<file path="src/rtl/timer_counter.sv">
// Memory-mapped down-counting timer: CTRL (+0), PRESET (+4), COUNT (+8, read-only).
// Optional prescaler enabled by defining TC_PRESCALE_EN.
module timer_counter #(
    parameter logic [31:0] BASE     = 32'h0000_7f00,
    parameter int unsigned PRESCALE = 4
) (
    input  logic        clk,
    input  logic        reset,
    input  logic [31:0] addr,
    input  logic [3:0]  byteen,
    input  logic [31:0] wdata,
    output logic [31:0] rdata,
    output logic        irq
);

    typedef enum logic [1:0] {IDLE, LOAD, CNT, INT} state_t;

    state_t      state;
    logic [3:0]  ctrl;
    logic [31:0] preset;
    logic [31:0] count;
    logic        irq_flag;

    logic        hit;
    logic [1:0]  sel;
    logic        ctrl_wr;
    logic        preset_wr;
    logic        auto_reload;
    logic        tick;
    logic        unused;

    if (PRESCALE < 1) begin : g_bad_prescale
        $error("timer_counter: PRESCALE must be >= 1");
    end

`ifdef TC_PRESCALE_EN
    localparam int unsigned PW = (PRESCALE > 1) ? $clog2(PRESCALE) : 1;
    logic [PW-1:0] pcnt;
    assign tick = (pcnt == PW'(PRESCALE - 1));
`else
    assign tick = 1'b1;
`endif

    assign hit         = (addr[31:4] == BASE[31:4]) && (addr[3:2] != 2'd3);
    assign sel         = addr[3:2];
    assign ctrl_wr     = hit && (|byteen) && (sel == 2'd0);
    assign preset_wr   = hit && (|byteen) && (sel == 2'd1);
    assign auto_reload = (ctrl[2:1] == 2'b01);
    assign irq         = irq_flag & ctrl[3];
    assign unused      = &{1'b0, addr[1:0]};

    always_comb begin
        rdata = '0;
        if (hit) begin
            case (sel)
                2'd0:    rdata = {28'b0, ctrl};
                2'd1:    rdata = preset;
                2'd2:    rdata = count;
                default: rdata = '0;
            endcase
        end
    end

    always_ff @(posedge clk) begin
        if (!reset) begin
            state    <= IDLE;
            ctrl     <= '0;
            preset   <= '0;
            count    <= '0;
            irq_flag <= 1'b0;
`ifdef TC_PRESCALE_EN
            pcnt     <= '0;
`endif
        end else begin
            case (state)
                IDLE: if (ctrl[0]) state <= LOAD;
                LOAD: begin
                    count    <= preset;
                    irq_flag <= 1'b0;
`ifdef TC_PRESCALE_EN
                    pcnt     <= '0;
`endif
                    state    <= CNT;
                end
                CNT: begin
                    if (!ctrl[0]) begin
                        state <= IDLE;
                    end else begin
`ifdef TC_PRESCALE_EN
                        pcnt <= tick ? '0 : pcnt + 1'b1;
`endif
                        if (tick) begin
                            if (count > 32'd1) begin
                                count <= count - 32'd1;
                            end else begin
                                count    <= '0;
                                irq_flag <= 1'b1;
                                state    <= INT;
                            end
                        end
                    end
                end
                INT: begin
                    if (auto_reload) begin
                        irq_flag <= 1'b0;
                        state    <= LOAD;
                    end else begin
                        // A coincident CPU CTRL write keeps its EN bit
                        if (!ctrl_wr) ctrl[0] <= 1'b0;
                        state <= IDLE;
                    end
                end
                default: state <= IDLE;
            endcase

            // CPU writes come last so they take priority over FSM updates
            if (ctrl_wr) begin
                irq_flag <= 1'b0;
                if (byteen[0]) ctrl <= wdata[3:0];
            end
            for (int unsigned i = 0; i < 4; i++) begin
                if (preset_wr && byteen[i]) preset[8*i +: 8] <= wdata[8*i +: 8];
            end
        end
    end

endmodule

</file>
<file path="config.mk">
export PLATFORM = sky130hd
export DESIGN_NAME = timer_counter
export DESIGN_NICKNAME = d
export VERILOG_FILES = /design/src/rtl/timer_counter.sv
export SDC_FILE = /design/constraint.sdc
export NUM_CORES = 1
export LEC_CHECK = 0
export CAP_MARGIN = 5
export CORE_MARGIN = 2
export CORE_UTILIZATION = 40
export CTS_BUF_LIST = sky130_fd_sc_hd__clkbuf_8
export CTS_CLUSTER_SIZE = 10
export DETAILED_ROUTE_END_ITERATION = 10
export HOLD_SLACK_MARGIN = 0.1
export PLACE_DENSITY = 0.69
export REMOVE_ABC_BUFFERS = 1
export SETUP_SLACK_MARGIN = 0.15
export SLEW_MARGIN = 10
export SYNTH_ARGS = -nofsm -noshare
export SYNTH_HDL_FRONTEND = slang
export SYNTH_SLANG_ARGS = --single-unit
export TNS_END_PERCENT = 30
</file>
<file path="constraint.sdc">
create_clock -name clk -period 2.14 [get_ports clk]
set_input_delay 0.428 -clock clk [delete_from_list [all_inputs] [get_ports clk]]
set_output_delay 0.428 -clock clk [all_outputs]
set_load 0.01 [all_outputs]
</file>
## Word level (Yosys, flattened, before mapping)

Index checks and enable logic that the tools add are counted.

- Output and inout bits: 33
- Bits of input ports: 70
- Logic and storage cells: 63
- Bits in registers: 71

- Multiplexer cells: 19
- Reductions and logical operators: 18
- Bitwise gates (word level): 2
- Add/sub/neg operators: 1
- Equal/unequal tests: 13
- $lt $le $gt $ge: 1

Operators with widths:

| cell | count |
|---|---|
| $mux 32 | 3 |
| $pmux 32 s3 | 1 |
| $pmux 32 s2 | 1 |
| $gt 32x1->1 const B | 1 |
| $sub 32x1->32 const B | 1 |
| $eq 28x11->1 const B | 1 |
| $ne 2x2->1 const B | 5 |
| $mux 1 | 9 |
| $logic_and 1x1->1 | 8 |
| $pmux 2 s4 | 1 |
| $eq 2x1->1 const B | 3 |
| $eq 2x2->1 const B | 3 |
| $mux 2 | 3 |
| $reduce_and 2->1 | 3 |
| $logic_not 2->1 | 2 |
| $reduce_and 4->1 | 1 |
| $reduce_or 4->1 | 1 |
| $ne 3x3->1 const B | 1 |
| $pmux 1 s3 | 1 |
| $reduce_bool 3->1 | 1 |
| $reduce_bool 2->1 | 1 |
| $reduce_or 2->1 | 1 |
| $and 1x1->1 | 1 |
| $not 1->1 | 1 |

## Longest topological paths before layout

Gate-level depths: netlist of the first run.

- Depth in word-level cells: 9
- Depth in mapped cells: 8
- Gate-level depth less buffers: 7

## Least setup slack after synthesis of the first run

OpenSTA, ideal clock, no wires.

- Kind: input-to-output
- Start: input port addr[17]
- End: output port rdata[10]
- Cell stages on the path: 6
- Arrival: 1.893 ns
- Data required time: 1.712 ns
- Setup slack: -0.181 ns
- Path buffers: 2
- Path through: nor4b_1 > nand4_2 > or2_1 > clkbuf_1 > clkbuf_1 > nor2_1

- Longest elaborated chain between the ends: 3

Ends and longest elaborated chain:

| what | line | source |
|---|---|---|
| start, declared | 9 | `input logic [31:0] addr,` |
| $eq 28x11->1 | 44 | `assign hit = (addr[31:4] == BASE[31:4]) && (addr[3:2] != 2'd3);` |
| $logic_and 1x1->1 | 44 |  |
| $mux 32 | 54 | `if (hit) begin` |
| end, declared | 12 | `output logic [31:0] rdata,` |

No other way between the ends.

## Worst setup path in the final report of the first run

- Start: input port addr[14]
- End: output port rdata[4]

Same word-level chain as after synthesis.

==> results of run 1 <==
==> cell usage after synthesis (all sizes together) (7+ instances only) <==
cell type  instances  area share, %
nand4             12            2.1
or4               13            2.6
nand2             18            1.7
or3                7            1.0
nor2              81            7.2
dfxtp             71             34
a32oi             20            4.1
inv               10           0.89
a21oi             22            2.6
nor3              17            2.1
a22oi             30            5.3
mux2i             42            9.9
clkbuf            32            2.8
nor4              20            5.0
a31oi              8            1.2
nand2b             7            1.0
nand3             12            1.4
o21ai             13            1.5
==> area by class of cell <==
type,count,area [µm²]
Inverter,11,41.3
Clock buffer,12,165
Clock inverter,3,18.8
Fill cell,914,3860
Tap cell,136,170
Sequential cell,71,1420
Multi-Input combinational cell,390,2910
Timing Repair Buffer,191,1690
==> logic make-up (layout without fill, tap and decap cells) <==
group	count (synthesis)	count (layout)
AND/OR/NAND/NOR	207	207
AO/OA/AOI/OAI	135	135
buffers and inverters	49	217
flip-flops	71	71
adder cells (fa/ha/maj)	2	2
multiplexers	42	42
XOR/XNOR	4	4
==> cells in the final DEF, fill, tap and decap left out, drive strengths merged, types with 3 or more instances in the layout <==
cell type / count
buf: 142
a221oi: 3
clkdlybuf4s15: 3
o21ai: 13
nand2: 18
a21o: 4
or2: 3
o31ai: 4
mux2i: 42
nand3: 12
nor4: 20
o21a: 4
inv: 11
clkbuf: 13
o22ai: 6
or4: 13
or3: 7
a211oi: 3
nor2: 81
clkdlybuf4s50: 38
o211ai: 3
a22oi: 30
nand2b: 7
a21oi: 22
dfxtp: 71
a32oi: 20
nand4: 12
nor2b: 4
dlygate4sd2: 7
a31oi: 8
nor3: 17
==> tightest hold or removal path: cells and delay by family, from the launching register on <==
family,cells,cell delay [ps]
AO/OA/AOI/OAI,1,80
buffers and inverters,1,90
flip-flops,1,310
==> power by group <==
part | switching (mW) | internal [mW]
sequential | 0.000000000344 | 1.32
clock | 0.534 | 0.506
combinational | 0.0969 | 0.126
total | 0.631 | 1.95
==> timing repair <==
action / in CTS / in global routing
buffers inserted: 4 / 1
hold buffers: 0 / 0
gates resized for setup: 270 / 42
cloned: 2 / 0
pin swaps: 25 / 26
endpoints found under the setup margin: 97 / 65
==> through the flow <==
stage	cell area, µm²	util [%]	hold slack (ps)	cells
after floorplan	4080	-	473	472
after global placement	5980	58.2	502	792
after detailed placement	5980	58.2	515	792
after CTS	6270	61.0	527	813
after global routing	6420	62.4	560	814
final	6420	62.4	530	814
==> per-layer routing <==
metal  GRT usage [%]  vias to the layer above
li1                -                     2275
met1            36.4                     2288
met2            44.7                      199
met3            4.74                       15
met4            7.42                        0
met5               0                        -
==> registers in the layout, summed over array words and instances (netlist names) <==
signal	flops
count	32
preset	32
ctrl	4
state	2
irq_flag	1
==> path summary, 6_finish.rpt <==
kind / depth (start not counted) / endpoint / slack, ps
worst max-delay path: 8 / rdata[4] / -130
worst min-delay path: 2 / count[0]$_SDFFE_PN0P_ / 530
worst max register to register: 7 / count[20]$_SDFFE_PN0P_ / -30
worst min register to register: 2 / count[0]$_SDFFE_PN0P_ / 530
==> impl_metrics.yaml, run 1 <==
run_status:
  outcome: "finished with violations"
  violations: "setup timing"
finish:
  post_route_cells_drive_above_1_share_pct: 33.5
  area_delta_synth_final_pct: 51.8
  nets: 746
  antenna_cells: 0
floorplanning:
  core-area_um2: 10300
  floorplan.initialDensity_pct: 41.1
  die_h_um: 107
  pin_count: 103
  fp.dieArea_um2: 11400
  fp.dieW_um: 107
  fp-row-count: 37
worst_setup_path:
  worstReg2RegStart: "count[19]$_SDFFE_PN0P_"
  crit_top_cell: "buf_6"
  crit_start: "addr[14]"
  path_buf_inv: 4
  cpPeakStageDelay_ps: 340
  startpoint_type: "input port"
  cp_data_arrival_time_ps: 1840
  path_cells: "dlygate4sd2_1 -> nor4b_4 -> nand4_2 -> or2_4 -> buf_16 -> buf_6 -> nor2_4 -> buf_6"
  path_class: "input port to output pin"
  cp_slowest_cell: "or2_4"
  end_kind: "output pin"
  cp_max_fo: 8
  required_ps: 1710
  critical_path.top_delay_family: "simple AND/OR/NAND/NOR gates"
worst_hold_path:
  hold_class: "register to register"
  min_from: "count[0]$_SDFFE_PN0P_"
drt:
  wl_met2_mm: 7.29
  drtAntennaViolNets: 0
  drt_iter0_markers: 321
  wirelength_met1_mm: 6.93
  wire_per_inst_um: 19.0
  top_layer_used: "met4"
  dr_total_vias: 4777
  met3_length_mm: 1.11
  firstDrtPassIters: 5
  viasPerCell: 5.87
  route.detailed.drc: 0
  wl_mm: 15.5
run:
  drv_cap: 0
power:
  fin_total_pwr_mw: 2.58
  ir_drop_mv: 0.403
  leakage_nw: 2.55
  powerDensity_nw_per_um2: 402
synthesis:
  synth_cells: 510
  ys.flop_type: "dfxtp_1"
  synthAdderAreaFrac_pct: 0.592
  synthSimpleGateAreaFrac_pct: 27.6
  ys_types: 63
  yosysWarningCount: 0
  synth_xor_area_share_pct: 0.829
  synthArstFlopShare_pct: 0
  netlist_area_um2: 4230
  synth_top_family_by_area: "simple AND/OR/NAND/NOR gates"
  synth.avg_cell_area_um2: 8.29
  yosysSeqAreaShare_pct: 33.6
  synth_compound_area_share_pct: 22.9
  synth_edf_count: 0
  synth_seq_cells: 71
  yosys-mux-area-fraction_pct: 9.95
sta:
  hold_violations: 0
  fin_worst_skew_ps: 14.4
  worst_slew_pin_slew_ps: 860
  fin_crit_sh_pct: 106
  rsz0062_at_grt: "true"
  finalWorstSetupSlack_ps: -127
  finalSetupTns_ps: -1560
  period_needed_ps: 2270
  slew_headroom_pct: 42.6
  drv_slew: 0
  max_freq_mhz: 441
  setup_viol: 31
grt:
  gr-usage-all-layers_pct: 27.1
  grt_max_degree: 41
  grt_antenna_before_repair: 0
  first_global_vias: 4627
  overflow: 0
  grt_pass1_wl_mm: 24.1
clock_network:
  clock_sinks: 71
  cts_buffers: 9
  cts_tree: "built"
  cts_max_level: 3
  clock_latency_ps: 370
  clockRootBuffer: "clkbuf_8"
  clockBufferDepth: 2
  clk_pin_slew_worst_paths_ps: 80
placed_design:
  routabilityCongestion: 0.936
  hpwl_mm: 10.7
  io_buffers: 100
  pre_cts_ws_ps: -790
Note: power is estimated with default switching activity, not from simulation.
==> run 2: changes to the inputs <==
TNS_END_PERCENT = default   (was 30)
==> impl_metrics.yaml, run 2 (synthesized netlist as in run 1, its figures left out) <==
drt:
  met3_length_mm: 1.14
  wirelength_met1_mm: 7.14
  wl_met2_mm: 7.46
  drtAntennaViolNets: 0
  drt_iter0_markers: 407
  viasPerCell: 5.92
  firstDrtPassIters: 5
  route.detailed.drc: 0
  wl_mm: 16.1
  wire_per_inst_um: 19.6
  dr_total_vias: 4860
  top_layer_used: "met4"
grt:
  overflow: 0
  first_global_vias: 4709
  grt_pass1_wl_mm: 24.5
  grt_antenna_before_repair: 0
  grt_max_degree: 41
  gr-usage-all-layers_pct: 27.6
power:
  seqPwrFrac_pct: 50.8
  p_sw_mw: 0.645
  internal_power_mw: 1.95
  switching_share_pct: 24.8
  leakage_nw: 2.62
  ir_drop_mv: 0.405
  powerDensity_nw_per_um2: 386
  clock_power_share_pct: 40.5
  p_comb_share_pct: 8.6
floorplanning:
  core-area_um2: 10300
  die_h_um: 107
  fp-row-count: 37
  floorplan.initialDensity_pct: 41.1
  pin_count: 103
  fp.dieW_um: 107
  fp.dieArea_um2: 11400
sta:
  max_freq_mhz: 445
  fin_crit_sh_pct: 105
  rsz0062_at_grt: "true"
  drv_slew: 0
  slew_headroom_pct: 43.1
  finalWorstSetupSlack_ps: -106
  fin_worst_skew_ps: 14.8
  setup_viol: 30
  hold-worst-slack_ps: 538
  hold_violations: 0
  worst_slew_pin_slew_ps: 853
  finalSetupTns_ps: -897
  period_needed_ps: 2250
clock_network:
  clock_latency_ps: 380
  clock_sinks: 71
  clk_pin_slew_worst_paths_ps: 70
  clockBufferDepth: 2
  cts_max_level: 3
  clockRootBuffer: "clkbuf_8"
  cts_tree: "built"
  cts_buffers: 9
  hold_buffers: 0
finish:
  post_route_cells_drive_above_1_share_pct: 38.4
  layout_commonest_cell: "buf_4"
  antenna_cells: 0
  layout_common_cells: "72 x buf_4, 68 x dfxtp_1, 61 x nor2_1, 42 x mux2i_1, 38 x clkdlybuf4s50_1"
  fillers: 870
  reg.largest.list: "count x32, preset x32, ctrl x4"
  utilization_pct: 65.4
  nets: 753
  final_area_um2: 6720
  area_delta_synth_final_pct: 59.1
worst_setup_path:
  startpoint_type: "input port"
  end_kind: "output pin"
  worstReg2RegStart: "count[19]$_SDFFE_PN0P_"
  cp_max_fo: 8
  required_ps: 1710
  path_class: "input port to output pin"
  cp_data_arrival_time_ps: 1820
  crit_start: "addr[14]"
worst_hold_path:
  min_from: "preset[17]$_SDFFE_PN0P_"
  hold_class: "register to register"
placed_design:
  io_buffers: 100
  pre_cts_ws_ps: -790
  hpwl_mm: 10.7
  place_area_um2: 5980
  routabilityCongestion: 0.936
run_status:
  violations: "setup timing"
  outcome: "finished with violations"
run:
  drv_cap: 0
[run 2: critical path: stages]
cell and delay (ps):
dlygate4sd2_1 190, nor4b_4 210, nand4_2 140, or2_4 340, buf_16 180, buf_6 120
nor2_4 90, buf_6 100
[run 2: metal layers]
metal,GRT usage (%),vias to the layer above
met1,36.2,2331
met2,45.4,200
met5,0,-
met3,5.59,33
li1,-,2296
met4,8.81,0
[run 2: per-stage QoR]
stage	cells	total power, mW
2_1_floorplan	472	1.39
3_3_place_gp	792	1.56
3_5_place_dp	792	1.57
4_1_cts	819	2.57
5_1_grt	821	2.66
6_report	821	2.60
[run 2: power by group through the flow]
stage                     Sequential (mW)  Clock [mW]  Combinational [mW]
after CTS                            1.32        1.04               0.215
after global routing                 1.32        1.11               0.235
after floorplan                      1.35           0              0.0406
final                                1.32        1.05               0.224
after detailed placement             1.35           0               0.215
after global placement               1.35           0               0.212
[run 2: worst paths after layout]
path / to / slack [ps] / cells after the start
max: rdata[4] / -110 / 8
min: preset[17]$_SDFFE_PN0P_ / 540 / 2
max reg2reg: count[20]$_SDFFE_PN0P_ / 50 / 9
min reg2reg: preset[17]$_SDFFE_PN0P_ / 540 / 2
[run 2: repair_timing]
| action | in CTS | in global routing |
|---|---|---|
| endpoints found under the setup margin | 97 | 63 |
| gates resized for setup | 295 | 69 |
| setup buffers | 9 | 2 |
| gates cloned | 3 | 0 |
| pin swaps | 39 | 31 |
[run 2: final cells by class]
| type | count | area, µm² | area share (%) |
|---|---|---|---|
| multi-input cells | 390 | 3130 | 46.5 |
| inverters | 11 | 41.3 | 0.614 |
| flip-flops and latches | 71 | 1430 | 21.2 |
| well taps | 136 | 170 | 2.53 |
| clock inverters | 3 | 18.8 | 0.279 |
| clock buffers | 12 | 165 | 2.46 |
| repair buffers | 198 | 1770 | 26.4 |
==> run 3: changes to the inputs <==
CORE_ASPECT_RATIO = 1.25   (was default)
PLACE_DENSITY = 0.67   (was 0.69)
clock period = 2.4 ns   (was 2.14 ns; I/O delays follow)
==> impl_metrics.yaml, run 3 (synthesized netlist as in run 1, its figures left out) <==
sta:
  worst_slew_pin_slew_ps: 869
  period_needed_ps: 2450
  slew_headroom_pct: 42.0
  fin_worst_skew_ps: 9.10
  drv_slew: 0
  max_freq_mhz: 409
  rsz0062_at_grt: "true"
  setup_viol: 9
  hold_violations: 0
  finalWorstSetupSlack_ps: -47.9
  fin_crit_sh_pct: 102
floorplanning:
  fp.dieArea_um2: 11400
  fp-row-count: 41
  die_h_um: 119
  fp.dieW_um: 95.9
  floorplan.initialDensity_pct: 41.4
  core-area_um2: 10200
  pin_count: 103
power:
  leakage_nw: 2.53
  powerDensity_nw_per_um2: 355
  fin_total_pwr_mw: 2.34
  ir_drop_mv: 0.252
finish:
  fillers: 868
  final_area_um2: 6590
  post_route_cells_drive_above_1_share_pct: 32.3
  area_delta_synth_final_pct: 56.0
  antenna_cells: 0
  layout_commonest_cell: "dfxtp_1"
  layout_common_cells: "69 x dfxtp_1, 61 x buf_4, 54 x nor2_1, 42 x mux2i_1"
  reg.largest.list: "count x32, preset x32, ctrl x4"
  nets: 738
  utilization_pct: 64.6
  final_cells: 800
worst_setup_path:
  cp_data_arrival_time_ps: 1970
  startpoint_type: "input port"
  required_ps: 1920
  path_class: "input port to output pin"
  cp_max_fo: 8
  cp_slowest_cell: "nor4bb_4"
  cpPeakStageDelay_ps: 320
  end_kind: "output pin"
  path_cells: "buf_6 -> nor4bb_4 -> nand4_4 -> or2_4 -> buf_12 -> buf_16 -> buf_12 -> nor2_4 -> buf_6"
clock_network:
  clockRootBuffer: "clkbuf_8"
  cts_tree: "built"
  cts_max_level: 3
  hold_buffers: 0
  clk_pin_slew_worst_paths_ps: 70
  clockBufferDepth: 2
  cts_buffers: 9
  clock_sinks: 71
  clock_latency_ps: 370
grt:
  overflow: 0
  grt_max_degree: 33
  grt_antenna_before_repair: 0
  first_global_vias: 4863
  gr-usage-all-layers_pct: 28.9
  grt_pass1_wl_mm: 25.2
drt:
  wire_per_inst_um: 20.6
  viasPerCell: 6.10
  drtAntennaViolNets: 0
  firstDrtPassIters: 5
  dr_total_vias: 4879
  route.detailed.drc: 0
  wl_mm: 16.5
  drt_iter0_markers: 320
placed_design:
  place_area_um2: 5780
  pre_cts_ws_ps: -710
  routabilityCongestion: 0.877
  place_inst: 761
  hpwl_mm: 10.9
  io_buffers: 100
run:
  drv_cap: 0
run_status:
  violations: "setup timing"
  outcome: "finished with violations"
worst_hold_path:
  hold_class: "register to register"
run 3: changes by cell type in the layout (fill, tap and decap cells not counted), moves of 4 or more:
cell and delta:
or4_4 -4, buf_6 +9, buf_4 -11, nand2_1 +4, a21oi_1 +5, nor2_4 +20, clkbuf_2 +5, or4_1 +4
nor2_1 -7, a21oi_2 -5, buf_2 -20, o21ai_0 +4, nor2_2 -13
run 3: area by class of cell:
type | count | area [µm²] | area share (%)
Clock inverter | 6 | 52.6 | 0.797
Sequential cell | 71 | 1420 | 21.6
Tap cell | 129 | 161 | 2.45
Inverter | 11 | 41.3 | 0.626
Clock buffer | 10 | 138 | 2.09
Timing Repair Buffer | 183 | 1790 | 27.2
Multi-Input combinational cell | 390 | 2980 | 45.3
run 3: final timing paths:
kind	startpoint	to	slack (ps)	depth (start not counted)
worst max-delay path	addr[6]	rdata[25]	-50	9
worst min-delay path	preset[28]$_SDFFE_PN0P_	preset[28]$_SDFFE_PN0P_	530	2
worst max register to register	count[17]$_SDFFE_PN0P_	count[24]$_SDFFE_PN0P_	180	6
worst min register to register	preset[28]$_SDFFE_PN0P_	preset[28]$_SDFFE_PN0P_	530	2
run 3: worst max-delay path: cells and delay by family:
| family | cells | cell delay [ps] |
|---|---|---|
| buf+inv | 5 | 610 |
| simple gates | 4 | 860 |
run 3: metrics by stage:
stage / hold WS [ps] / setup TNS, ps
after floorplan: 473 / -3340
after global placement: 501 / -24070
after detailed placement: 508 / -26610
after CTS: 523 / -267
after global routing: 556 / -816
final: 531 / -262
run 3: what timing repair did:
action,4_1_cts,5_1_grt
setup endpoints to repair,40,45
gates resized for setup,286,58
pin swaps,33,23
buffers inserted,12,7
endpoints found under the hold margin,0,0
cloned,4,0
run 3: report_power, final:
part           total [mW]  leakage, nW   switching, mW  internal (mW)
logic               0.191         1.85          0.0846          0.107
registers            1.18        0.573  0.000000000335           1.18
clock network       0.970        0.108           0.474          0.496
total                2.34         2.53           0.559           1.78
run 3: per-layer routing:
layer | track usage (%) | routed length (µm)
met5 | 0 | 0
met4 | 15.5 | 569
met1 | 33.0 | 6270
met3 | 4.17 | 1110
met2 | 50.7 | 8550
